`src/rtl/dbus_pkg.sv`:
```
// Shared definitions for the dbus transfer unit: command opcodes,
// transfer FSM states and the opcode field width.
package dbus_pkg;

    localparam int OP_W = 3;

    typedef enum logic [OP_W-1:0] {
        OP_NOP   = 3'd0,
        OP_LOAD  = 3'd1,
        OP_STORE = 3'd2,
        OP_MOVE  = 3'd3,
        OP_ADD   = 3'd4,
        OP_SUB   = 3'd5,
        OP_CLR   = 3'd6,
        OP_WB    = 3'd7
    } op_e;

    typedef enum logic {
        S_IDLE = 1'b0,
        S_XFER = 1'b1
    } state_e;

endpackage

```
`src/rtl/dbus_alu.sv`:
```
// Combinational accumulator adder/subtractor.
// Ports:
//   a      - accumulator operand
//   b      - bus operand
//   sub    - 1: a - b, 0: a + b
//   result - WIDTH-bit result (wrapped, or clamped when DBUS_SAT_EN is defined)
//   ovf    - carry-out on add, borrow on subtract
// Configuration macro: DBUS_SAT_EN (clamp to 2^WIDTH-1 on add overflow,
// to 0 on subtract underflow).
module dbus_alu #(
    parameter int WIDTH = 8
) (
    input  logic [WIDTH-1:0] a,
    input  logic [WIDTH-1:0] b,
    input  logic             sub,
    output logic [WIDTH-1:0] result,
    output logic             ovf
);

    logic [WIDTH:0] ext;

    // One extra bit captures carry on add and borrow on subtract.
    always_comb begin
        if (sub) begin
            ext = {1'b0, a} - {1'b0, b};
        end else begin
            ext = {1'b0, a} + {1'b0, b};
        end
    end

    assign ovf = ext[WIDTH];

`ifdef DBUS_SAT_EN
    always_comb begin
        if (ext[WIDTH]) begin
            result = sub ? '0 : '1;
        end else begin
            result = ext[WIDTH-1:0];
        end
    end
`else
    assign result = ext[WIDTH-1:0];
`endif

endmodule

```
`src/rtl/dbus_transfer_unit.sv`:
```
// Register file plus accumulator behind one shared internal bus register,
// driven by a valid/ready command port. Each command takes two cycles:
// the acceptance edge loads the bus from the source, the exit edge of the
// XFER cycle commits the single destination.
// Ports:
//   Clock, Resetn          - rising-edge clock, async active-low reset
//   CmdValid/CmdReady      - command handshake
//   CmdOp/CmdSrc/CmdDst    - opcode and register indices
//   DioIn/DioOut/DioOe     - split external data pins (DioOut mirrors the bus)
//   RspValid               - high during the XFER cycle of a STORE
//   Acc/Ovf                - accumulator and sticky overflow flag
// Configuration macro: DBUS_SAT_EN (saturating ADD/SUB in dbus_alu).
module dbus_transfer_unit
    import dbus_pkg::*;
#(
    parameter int WIDTH = 8,
    parameter int NREGS = 4,
    parameter int IW    = $clog2(NREGS)
) (
    input  logic             Clock,
    input  logic             Resetn,
    input  logic             CmdValid,
    output logic             CmdReady,
    input  logic [OP_W-1:0]  CmdOp,
    input  logic [IW-1:0]    CmdSrc,
    input  logic [IW-1:0]    CmdDst,
    input  logic [WIDTH-1:0] DioIn,
    output logic [WIDTH-1:0] DioOut,
    output logic             DioOe,
    output logic             RspValid,
    output logic [WIDTH-1:0] Acc,
    output logic             Ovf
);

    state_e           state;
    op_e              op_q;
    logic [IW-1:0]    dst_q;
    logic [WIDTH-1:0] bus;
    logic [WIDTH-1:0] acc;
    logic             ovf;
    logic             ready;
    logic             oe;
    logic             rsp;
    logic [WIDTH-1:0] regs [NREGS];

    op_e              cmd_op;
    logic [WIDTH-1:0] alu_result;
    logic             alu_ovf;

    assign cmd_op = op_e'(CmdOp);

    // The ALU always sees the latched bus value; it is only used at the
    // exit edge of an ADD/SUB.
    dbus_alu #(
        .WIDTH (WIDTH)
    ) u_alu (
        .a      (acc),
        .b      (bus),
        .sub    (op_q == OP_SUB),
        .result (alu_result),
        .ovf    (alu_ovf)
    );

    always_ff @(posedge Clock or negedge Resetn) begin
        if (!Resetn) begin
            state <= S_IDLE;
            ready <= 1'b1;
            op_q  <= OP_NOP;
            dst_q <= '0;
            bus   <= '0;
            acc   <= '0;
            ovf   <= 1'b0;
            oe    <= 1'b0;
            rsp   <= 1'b0;
            for (int i = 0; i < NREGS; i++) begin
                regs[i] <= '0;
            end
        end else begin
            case (state)
                S_IDLE: begin
                    if (CmdValid) begin
                        state <= S_XFER;
                        ready <= 1'b0;
                        op_q  <= cmd_op;
                        dst_q <= CmdDst;
                        // Pins are driven only while a STORE is on the bus.
                        oe    <= (cmd_op == OP_STORE);
                        rsp   <= (cmd_op == OP_STORE);
                        case (cmd_op)
                            OP_LOAD:                        bus <= DioIn;
                            OP_STORE, OP_MOVE,
                            OP_ADD, OP_SUB:                 bus <= regs[CmdSrc];
                            OP_WB:                          bus <= acc;
                            default:                        bus <= '0;
                        endcase
                    end
                end
                S_XFER: begin
                    state <= S_IDLE;
                    ready <= 1'b1;
                    oe    <= 1'b0;
                    rsp   <= 1'b0;
                    case (op_q)
                        OP_LOAD, OP_MOVE, OP_WB: regs[dst_q] <= bus;
                        OP_ADD, OP_SUB: begin
                            acc <= alu_result;
                            // Sticky: only CLR or reset clears it.
                            if (alu_ovf) begin
                                ovf <= 1'b1;
                            end
                        end
                        OP_CLR: begin
                            acc <= '0;
                            ovf <= 1'b0;
                        end
                        default: ;
                    endcase
                end
                default: begin
                    state <= S_IDLE;
                    ready <= 1'b1;
                end
            endcase
        end
    end

    assign CmdReady = ready;
    assign DioOut   = bus;
    assign DioOe    = oe;
    assign RspValid = rsp;
    assign Acc      = acc;
    assign Ovf      = ovf;

endmodule
```
`config.mk`:
```
export PLATFORM = sky130hd
export DESIGN_NAME = dbus_transfer_unit
export DESIGN_NICKNAME = d
export VERILOG_FILES = /design/src/rtl/dbus_pkg.sv /design/src/rtl/dbus_alu.sv /design/src/rtl/dbus_transfer_unit.sv
export SDC_FILE = /design/constraint.sdc
export NUM_CORES = 1
export LEC_CHECK = 0
export CORE_AREA = 4 4 80 82
export CTS_CLUSTER_DIAMETER = 100
export DETAILED_ROUTE_END_ITERATION = 7
export DIE_AREA = 0 0 84 86
export GPL_ROUTABILITY_DRIVEN = 0
export GPL_TIMING_DRIVEN = 0
export HOLD_SLACK_MARGIN = 0.03
export PLACE_DENSITY = 0.78
export SLEW_MARGIN = 20
export SYNTH_ARGS = -nofsm -noshare
export SYNTH_HDL_FRONTEND = slang
export SYNTH_HIERARCHICAL = 1
export SYNTH_SLANG_ARGS = --single-unit
```
`constraint.sdc`:
```
create_clock -name Clock -period 2.9 [get_ports Clock]
set_input_delay 0.58 -clock Clock [delete_from_list [all_inputs] [get_ports Clock]]
set_output_delay 0.58 -clock Clock [all_outputs]
set_load 0.05 [all_outputs]
```
==> reports/metrics.csv, run 1 <==
metric,value,unit
outcome,finished clean,
fin_skew,0.0107,ns
worst_pin_slew,0.699,ns
clk_latency,0.34,ns
io_buffer_count,35,
r2r_slack,0.23,ns
fmaxAchievable,375,MHz
tns,0,ns
finalSetupViolCount,0,
start_kind,register,
leakage,1.66,nW
ant_nets,0,
grt_overflow_total,0,
dp_cells,364,
period_needed,2.67,ns
syn2layout_area_growth,21.0,%
synth_top_cell_area_share,0.456,
relSlewSlack,0.534,
postCtsResizedCells,0,
rsz0062_at_grt,false,
cts_sinks,57,
antenna_found_initial,0,
powerDensity,940,nW/µm²
routedWlPerCell,16.7,µm
vias_per_cell,5.67,
synth-edff-count,0,
cts_tree,done,
track_usage,0.193,
grt_pass1_vias,2258,
die_w,84,µm
grt_first_pass_wirelength,10900,µm
whs,0.279,ns
maxCapViolCount,0,
ios,38,
hp-class,in2async,
rows,28,
final_area,3720,µm²
hold_violations,0,
vdd.ir_drop.worst,588,µV
hold_buffers,0,
ys.flop_type,dfrtp_1,
endpoint_kind,register,
clk_pin_slew,0.07,ns
fin_cells,381,
synthCells,254,
routed_wirelength,6350,µm
numCtsBuffers,9,
synthArstFlopShare,1.00,
fillCellCount,443,
ys_seq_area_frac,0.464,
netlist_top_cells_count,"dfrtp_1, mux2_2, nand2_1",
synth_area_per_cell,12.1,µm²
period_share,0.921,
post-route-drc-count,0,
cp.required,3.11,ns
crit_type,reg2reg,
place_area,3520,µm²
critPathMaxFanout,8,
ys_top_cells_by_area,"dfrtp_1, mux2_2, mux4_2, ha_1, nand2_1",
firstDrtPassIters,4,
start_util,0.535,
yosysMostFrequentCell,dfrtp_1,
drt_iter0_markers,77,
die_h,86,µm
yosysTopAreaCell,dfrtp_1,
syn_area,3070,µm²
antennaDiodeCount,0,
clock-root-buffer,clkbuf_8,
clk_path_buf_depth,2,
num_vias,2159,
dieArea,7220,µm²
slew_viol_final,0,
synth_nets,282,
drive_gt1_frac,0.245,
htree_levels,3,
synth_cell_types,45,
total_power,3.50,mW
core,5750,µm²
ys_ff_latch,57,
dpl.hpwl,4600,µm
nets,329,
grt_max_degree,58,
ys_warn_count,6,
critPathArrivalTime,2.88,ns
-- worst paths after layout --
path	endpoint	from	cells after the start
max reg2reg	Ovf	op_q[1]	11
max	Ovf	op_q[1]	11
min	dst_q[1]	Resetn	1
max in group asynchronous	DioOut[5]	Resetn	1
min reg2reg	regs[21]	regs[21]	1
min in group Clock	regs[21]	regs[21]	1
-- timing repair --
| item | CTS | global route |
|---|---|---|
| setup endpoints to repair | 0 | 1 |
| setup buffers | 0 | 1 |
| hold endpoints to repair | 0 | 0 |
-- cell type report --
cell class | count | area (µm²) | share of cell area
tap | 75 | 93.8 | 0.0252
buffer | 8 | 43.8 | 0.0118
clock inverter | 5 | 56.3 | 0.0151
clock buffer | 11 | 141 | 0.0380
sequential | 57 | 1430 | 0.384
timing repair buffer | 36 | 355 | 0.0955
multi-input combinational | 178 | 1560 | 0.420
inverter | 11 | 41.3 | 0.0111
-- stage by stage --
step | utilization | setup slack, ns
2_1_floorplan | - | 0.179
3_3_place_gp | 0.612 | -0.503
6_report | 0.648 | 0.231
4_1_cts | 0.646 | 0.0503
3_5_place_dp | 0.612 | 0.0631
5_1_grt | 0.648 | 0.0794
-- flip-flops by register name, indices dropped and copies added, names as in the netlist --
signal / flops
CmdReady: 1
Acc: 8
op_q: 3
dst_q: 2
state: 1
DioOut: 8
RspValid: 1
Ovf: 1
regs: 32
-- worst max-delay path, cell delays in order, from the launching register on --
cell,delay [ns]
dfrtp_1,0.44
nor2b_4,0.13
and2_1,0.14
buf_6,0.13
mux2_2,0.37
fa_1,0.47
nor2b_4,0.16
o2111ai_2,0.14
a32oi_2,0.21
xnor2_1,0.10
a31oi_1,0.16
o21ai_0,0.09
-- kinds of logic after synthesis --
family | Yosys count | share of synthesized area
AND/OR/NAND/NOR | 65 | 0.127
buffers and inverters | 19 | 0.0277
flip-flops | 57 | 0.464
AO/OA/AOI/OAI | 48 | 0.118
multiplexers | 42 | 0.183
adder cells (fa/ha/maj) | 10 | 0.0431
XOR/XNOR | 13 | 0.0370
-- layout by cell type (no fill, tap or decap), types with 2 or more instances in the layout --
| cell | synthesis | routed |
|---|---|---|
| clkdlybuf4s50_1 | 0 | 34 |
| xor2_1 | 4 | 4 |
| xnor2_1 | 9 | 9 |
| and2_1 | 2 | 2 |
| inv_1 | 11 | 11 |
| nor2b_4 | 2 | 2 |
| o21a_1 | 2 | 2 |
| a21o_1 | 3 | 3 |
| nand2_1 | 26 | 26 |
| nand3_1 | 8 | 8 |
| mux4_2 | 8 | 8 |
| ha_1 | 9 | 9 |
| nor4b_4 | 2 | 2 |
| o21ai_0 | 6 | 6 |
| nand2b_1 | 2 | 2 |
| clkbuf_8 | 0 | 10 |
| a22o_1 | 8 | 8 |
| buf_2 | 2 | 2 |
| a22oi_1 | 8 | 8 |
| a31oi_1 | 2 | 2 |
| nor3_1 | 3 | 3 |
| nor2_1 | 11 | 11 |
| mux2_2 | 33 | 33 |
| clkbuf_1 | 4 | 5 |
| buf_4 | 1 | 3 |
| o211ai_1 | 8 | 8 |
| a21oi_1 | 5 | 5 |
| dfrtp_1 | 56 | 56 |
| clkinv_2 | 0 | 2 |
-- routing by layer --
metal / vias to the layer above / GRT usage / wire length (µm)
met3: 8 / 0.0682 / 282
met5: - / 0 / 0
li1: 1028 / - / -
met4: 0 / 0.0468 / 49
met2: 43 / 0.330 / 3210
met1: 1080 / 0.237 / 2800
-- power breakdown --
group,leakage [nW],switching [mW],internal (mW)
Sequential,0.759,0.174,0.959
Combinational,0.804,0.867,0.764
Clock,0.0993,0.314,0.418
No activity file was read; power rests on OpenSTA's default activity.
==> run 2, diff against run 1 <==
GPL_TIMING_DRIVEN = unset   (was 0)
==> run 2 against run 1 <==
Net effect:
- sequential share of layout area down 0.53 points
- largest power group unchanged
- worst setup slack better by 0.042 ns
- die area stayed put
- final area is 1.4% higher
- sequential cell count unchanged
- register-to-register slack gained 0.04 ns
- combinational power up 4%
- highest routed layer unchanged
- fmax up 1.6%
- sequential power hardly changed
- non-clock buffer count grew 3
- first-iteration DRC count up 130%
- critical path type unchanged
==> reports/metrics.csv, run 2 (synthesis results as in run 1) <==
metric,value,unit
worst_pin_slew,0.666,ns
relSlewSlack,0.554,
period_needed,2.63,ns
dpl.hpwl,4810,µm
grt_max_degree,31,
cts_sinks,57,
switching_share,0.390,
r2r-start,op_q[1],
num_vias,2206,
clk_latency,0.32,ns
slew_viol_final,0,
whs,0.279,ns
hp-class,in2async,
ios,38,
outcome,finished clean,
clock-root-buffer,clkbuf_8,
final_util,0.657,
start_util,0.535,
rows,28,
crit_type,reg2reg,
vdd.ir_drop.worst,599,µV
die_w,84,µm
tns,0,ns
hold_buffers,0,
final_cell_mix,"dfrtp_1, clkdlybuf4s50_1, mux2_2",
seq_area,1430,µm²
final_area,3770,µm²
power.internal,2.16,mW
grt_pass1_vias,2324,
antenna_found_initial,0,
syn2layout_area_growth,22.8,%
finalSetupViolCount,0,
start_kind,register,
firstDrtPassIters,4,
antennaDiodeCount,0,
rr_worst_depth,10,
clk_pin_slew,0.06,ns
drt_iter0_markers,174,
critPathMaxFanout,5,
rsz0062_at_grt,false,
cp.required,3.14,ns
fin_skew,0.00384,ns
numCtsBuffers,9,
cts_tree,done,
maxCapViolCount,0,
largest_reg_flops,32,
dieArea,7220,µm²
grt_first_pass_wirelength,11200,µm
clk_path_buf_depth,2,
hold_violations,0,
place_area,3560,µm²
fillCellCount,425,
track_usage,0.198,
drive_gt1_frac,0.259,
io_buffer_count,37,
fmaxAchievable,381,MHz
die_h,86,µm
comb_power_share,0.479,
routedWlPerCell,17.0,µm
final_common_cell,dfrtp_1,
r2r_slack,0.27,ns
routed_wirelength,6520,µm
period_share,0.906,
nets,332,
post-route-drc-count,0,
ant_nets,0,
grt_overflow_total,0,
vias_per_cell,5.74,
reg2reg_to,Ovf,
endpoint_kind,register,
seqPwrFrac,0.315,
core,5750,µm²
power.switching,1.38,mW
leakage,1.69,nW
multi_input_comb_area,1560,µm²
htree_levels,3,
powerDensity,939,nW/µm²
critPathArrivalTime,2.87,ns
largest-register,regs,
clkPwrFrac,0.206,
==> run 2: cell types whose count changed in the layout (fill, tap and decap cells not counted) <==
cell,change
buf_4,+6
clkbuf_1,-4
clkdlybuf4s50_1,+2
buf_12,+1
buf_2,-1
buf_6,-1
clkinv_4,-1
clkinvlp_4,+1
==> run 2: worst max-delay path by stage <==
stage / startpoint / endpoint / slack [ns]
after floorplan: DioOut[0] / Ovf / 0.18
after global placement: op_q[1] / Ovf / 0.25
after detailed placement: op_q[1] / Ovf / 0.16
after CTS: op_q[1] / Ovf / 0.14
after global routing: op_q[1] / Ovf / 0.11
final: op_q[1] / Ovf / 0.27
==> run 2: cell type report <==
type                            instances  share of cell area
Sequential cell                        57               0.378
Inverter                               11              0.0109
Clock buffer                           11              0.0375
Tap cell                               75              0.0249
Clock inverter                          5              0.0146
Timing Repair Buffer                   47               0.120
Multi-Input combinational cell        178               0.414
==> run 2: power groups by stage <==
stage | sequential [mW] | clock [mW] | combinational (mW)
global placement | 1.12 | 0 | 1.64
floorplan | 1.34 | 0 | 1.06
finish | 1.12 | 0.729 | 1.70
CTS | 1.12 | 0.747 | 1.69
global route | 1.14 | 0.788 | 1.84
detailed placement | 1.13 | 0 | 1.68
==> run 2: what timing repair did <==
| item | CTS | global route |
|---|---|---|
| setup endpoints to repair | 0 | 1 |
| buffers inserted | 0 | 2 |
| resized for setup | 0 | 0 |
==> run 2: routing by layer <==
layer,part of all wire,GRT usage
met2,0.51,0.336
met5,0,0
met3,0.030,0.0346
met1,0.45,0.254
met4,0.010,0.0760
==> run 2: through the flow <==
stage,power [mW],worst slack (ns),cells
after floorplan,2.39,0.179,254
after global placement,2.77,0.250,366
after detailed placement,2.81,0.157,366
after CTS,3.55,0.135,382
after global routing,3.77,0.106,384
final,3.54,0.273,384
==> run 2: worst max-delay path, cell delays in order (launching register included) <==
cell and delay (ns):
dfrtp_1 0.44, nor2b_4 0.17, and2_1 0.18, mux2_2 0.38
fa_1 0.47, nor2b_4 0.15, o2111ai_2 0.14, a32oi_2 0.22
xnor2_1 0.14, a31oi_1 0.09, o21ai_0 0.17
==> run 3, diff against run 2 <==
ABC_CLOCK_PERIOD_IN_PS = 2900   (was unset)
CORE_AREA = 4 4 111 60   (was 4 4 80 82)
DIE_AREA = 0 0 115 64   (was 0 0 84 86)
SKIP_LAST_GASP = 1   (was unset)
==> run 3 against run 2 <==
Net effect:
- non-clock buffer count is 3 lower
- hold slack better by 0.11 ns
- cell count is 0.26% lower
- clock power is 71% higher
- via count is 1.7% higher
- final area is 3.6% higher
- sequential power hardly changed
- critical endpoint is now Acc[7]
- largest cell class unchanged
==> reports/metrics.csv, run 3 (synthesis results as in run 1) <==
metric,value,unit
worst_pin_slew,0.714,ns
drive_gt1_frac,0.255,
maxCapViolCount,0,
vias_per_cell,5.86,
slew_viol_final,0,
critPathArrivalTime,2.91,ns
hold_violations,0,
fmaxAchievable,376,MHz
cp_common_cell,a21oi_1,
antenna_found_initial,0,
total_power,4.13,mW
largest-register,regs,
crit_slowest_cell,dfrtp_1,
comb_power_share,0.423,
relSlewSlack,0.522,
power.internal,2.65,mW
routedWlPerCell,18.8,µm
clock-root-buffer,clkbuf_16,
switching_share,0.359,
crit_type,reg2reg,
ant_nets,0,
fin_cells,383,
grt_max_degree,58,
grt_first_pass_wirelength,12000,µm
endpoint_kind,register,
cp.required,3.15,ns
firstDrtPassIters,4,
clkPwrFrac,0.303,
routed_wirelength,7200,µm
post-route-drc-count,0,
finalSetupViolCount,0,
cts_sinks,57,
fin_skew,0.00713,ns
grt_pass1_vias,2241,
outcome,finished clean,
clk_pin_slew,0.05,ns
critPathMaxFanout,7,
rsz0062_at_grt,false,
grt_overflow_total,0,
io_buffer_count,37,
tns,0,ns
period_share,0.917,
clk_path_buf_depth,2,
cts_tree,done,
final_common_cell,dfrtp_1,
nets,329,
crit_chain,"nor2b_4, and2_1, buf_4, nor2_1, xnor2_1, ha_1, a21o_1, a21oi_1, a21oi_1, nor3_2, a22o_1",
power.switching,1.48,mW
dpl.hpwl,5140,µm
die_w,115,µm
syn2layout_area_growth,27.1,%
die_h,64,µm
hp-class,in2async,
final_util,0.673,
start_util,0.530,
core,5810,µm²
rows,20,
antennaDiodeCount,0,
seqPwrFrac,0.273,
period_needed,2.66,ns
ios,38,
slowest_delay,0.44,ns
vdd.ir_drop.worst,718,µV
numCtsBuffers,9,
htree_levels,3,
final_cell_mix,"dfrtp_1, clkdlybuf4s50_1, mux2_2",
num_vias,2244,
powerDensity,1060,nW/µm²
dieArea,7360,µm²
drt_iter0_markers,135,
track_usage,0.217,
leakage,1.75,nW
largest_reg_flops,32,
dp_cells,366,
clk_latency,0.32,ns
start_kind,register,
run 3: final timing paths:
path	startpoint	to	slack, ns	depth (start not counted)
max reg2reg	op_q[1]	Acc[7]	0.24	11
min in group Clock	regs[15]	regs[15]	0.50	1
min	Resetn	Acc[7]	0.39	2
max in group asynchronous	Resetn	regs[2]	2.03	2
min reg2reg	regs[15]	regs[15]	0.50	1
max	op_q[1]	Acc[7]	0.24	11
run 3: power groups by stage:
stage | registers, mW | logic, mW | clock network (mW)
6_report | 1.13 | 1.75 | 1.25
4_1_cts | 1.13 | 1.73 | 1.28
2_1_floorplan | 1.34 | 1.06 | 0
3_5_place_dp | 1.13 | 1.71 | 0
3_3_place_gp | 1.13 | 1.66 | 0
5_1_grt | 1.16 | 1.89 | 1.31
run 3: metrics by stage:
stage	cell area [µm²]	setup slack (ns)	hold WS, ns
4_1_cts	3900	0.105	0.410
5_1_grt	3910	0.121	0.457
3_3_place_gp	3540	0.221	0.482
6_report	3910	0.240	0.391
2_1_floorplan	3070	0.179	0.284
3_5_place_dp	3540	0.129	0.491
run 3: per-layer routing:
layer	vias to the layer above	wire length, µm	GRT usage
li1	1031	-	-
met1	1125	3420	0.314
met2	76	3040	0.293
met3	12	616	0.0842
met4	0	121	0.0776
met5	-	0	0
run 3: what timing repair did:
action	4_1_cts	5_1_grt
gates resized for setup	0	0
hold buffers	0	0
endpoints found under the setup margin	0	2
setup buffers	0	1
run 3: critical path, delay by kind of cell (launching register included):
family,cells,cell delay (ns)
simple gates,4,0.67
compound gates,4,0.79
xor+xnor,1,0.14
flops,1,0.44
buf+inv,1,0.17
fa+ha+maj,1,0.38
run 3: layout make-up:
class | instances | area (µm²)
inverters | 11 | 41.3
clock buffers | 12 | 267
fillers | 431 | 1900
flip-flops and latches | 57 | 1430
clock inverters | 4 | 97.6
multi-input cells | 178 | 1560
repair buffers | 44 | 418
well taps | 77 | 96.3
==> patch: new RTL, flow settings as in run 1 <==
Register the output `Ovf` once more; this adds one clock of latency there. The other outputs are not delayed to match.
--- a/src/rtl/dbus_transfer_unit.sv
+++ b/src/rtl/dbus_transfer_unit.sv
@@ -131,3 +131,5 @@
     assign Acc      = acc;
-    assign Ovf      = ovf;
+    always_ff @(posedge Clock) begin
+        Ovf <= ovf;
+    end
 
Check against the original RTL: not equivalent (Yosys sat finds a counterexample within 10 cycles, from zero or initial values and one cycle with Resetn low).
==> patch against run 1 <==
First-iteration DRC count rose by 39%. Sequential cell count is 1 higher. Final area increased by 0.47%. Setup slack worse by 0.027 ns. Worst hold slack better by 0.016 ns. Clock power is essentially flat. Routed wire length up 5.4%. Die area unchanged. Total power increased by 1.1%. Synthesized area increased by 0.65%.
==> patch: results <==
[global_route]
via_count_of_the_first_global_routing_pass = 2261
global_route.usage.total = 0.198
grt_pass1_wl_um = 11000
met2_capacity_usage_during_global_routing = 0.344
grt_start_max_net_pins = 58

[synthesis]
async_reset_ff_frac = 0.983
synth-compound-area-share = 0.118
postSynthNetCount = 283
synth.yosys.seq_area_share = 0.468
top_cells_by_area_synth = "dfrtp_1, mux2_2, mux4_2"
distinct_cells_synth = 46
synth_area_per_cell_um2 = 12.1
synth_fa_ha_area_frac = 0.0429

[route]
postRouteWirelength_um = 6690
via_per_inst = 5.65

[pwr]
vdd_drop_max_mv = 0.588
leakage_uw = 0.00167

[worst_setup_path]
timing.reg2reg.setup_slack_ns = 0.20
r2r.worst_path.cells = 11
ff_to_ff_end = "ovf"
timing.critical_path.arrival_ns = 2.92

[outcome]
status = "completed"

[placement]
dp_hpwl_um = 4700
dpl_cell_area_um2 = 3540
placedCellCount = 365

[finish]
drive_above_1_share = 0.244
syn2layout_area_growth_pct = 20.8
finalNetCount = 330

[timing]
timing.clock.skew_ns = 0.00834
## patch: changes by cell type in the layout (fill, tap and decap cells not counted), sizes merged
cell / delta
clkinv: +1
clkinvlp: -1
dfxtp: +1
## patch: logic make-up after synthesis
family,count (synthesis)
AO/OA/AOI/OAI,48
XOR/XNOR,13
adder cells (fa/ha/maj),10
buffers and inverters,19
flip-flops,58
multiplexers,42
AND/OR/NAND/NOR,65
## patch: area by class of cell
class / count / area, µm²
Fill cell: 467 / 2010
Multi-Input combinational cell: 178 / 1560
Sequential cell: 58 / 1450
Timing Repair Buffer: 36 / 355
Clock buffer: 11 / 141
Tap cell: 75 / 93.8
Clock inverter: 5 / 53.8
Buffer: 8 / 43.8
Inverter: 11 / 41.3
## patch: stage by stage
step                      utilization  setup TNS (ns)  setup WS [ns]  hold slack (ns)  power, µW
after global placement          0.616          -27.26         -0.489            0.378       2750
after floorplan                     -               0          0.183            0.284       2410
after global routing            0.651               0         0.0573            0.347       3760
after CTS                       0.649               0         0.0430            0.301       3560
after detailed placement        0.615               0         0.0504            0.389       2810
final                           0.651               0          0.204            0.295       3540
## patch: power breakdown
part / total (µW) / leakage [µW] / switching (µW) / internal, µW
combinational: 1650 / 0.000804 / 881 / 766
sequential: 1160 / 0.000767 / 182 / 974
clock: 733 / 0.000103 / 317 / 417
## patch: worst min-delay path by stage
stage	endpoint	cells after the start	from	slack (ns)
2_1_floorplan	Acc[0]	0	Resetn	0.28
5_1_grt	regs[23]	1	Resetn	0.35
3_5_place_dp	Ovf	0	ovf	0.39
6_report	regs[15]	1	Resetn	0.30
3_3_place_gp	Ovf	0	ovf	0.38
4_1_cts	regs[15]	1	Resetn	0.30
## patch: per-layer routing
layer  routed length [µm]  vias to the layer above
met5                    0                        -
met4                  129                        0
met3                  228                       10
met2                 3500                       37
met1                 2840                     1084
li1                     -                     1028
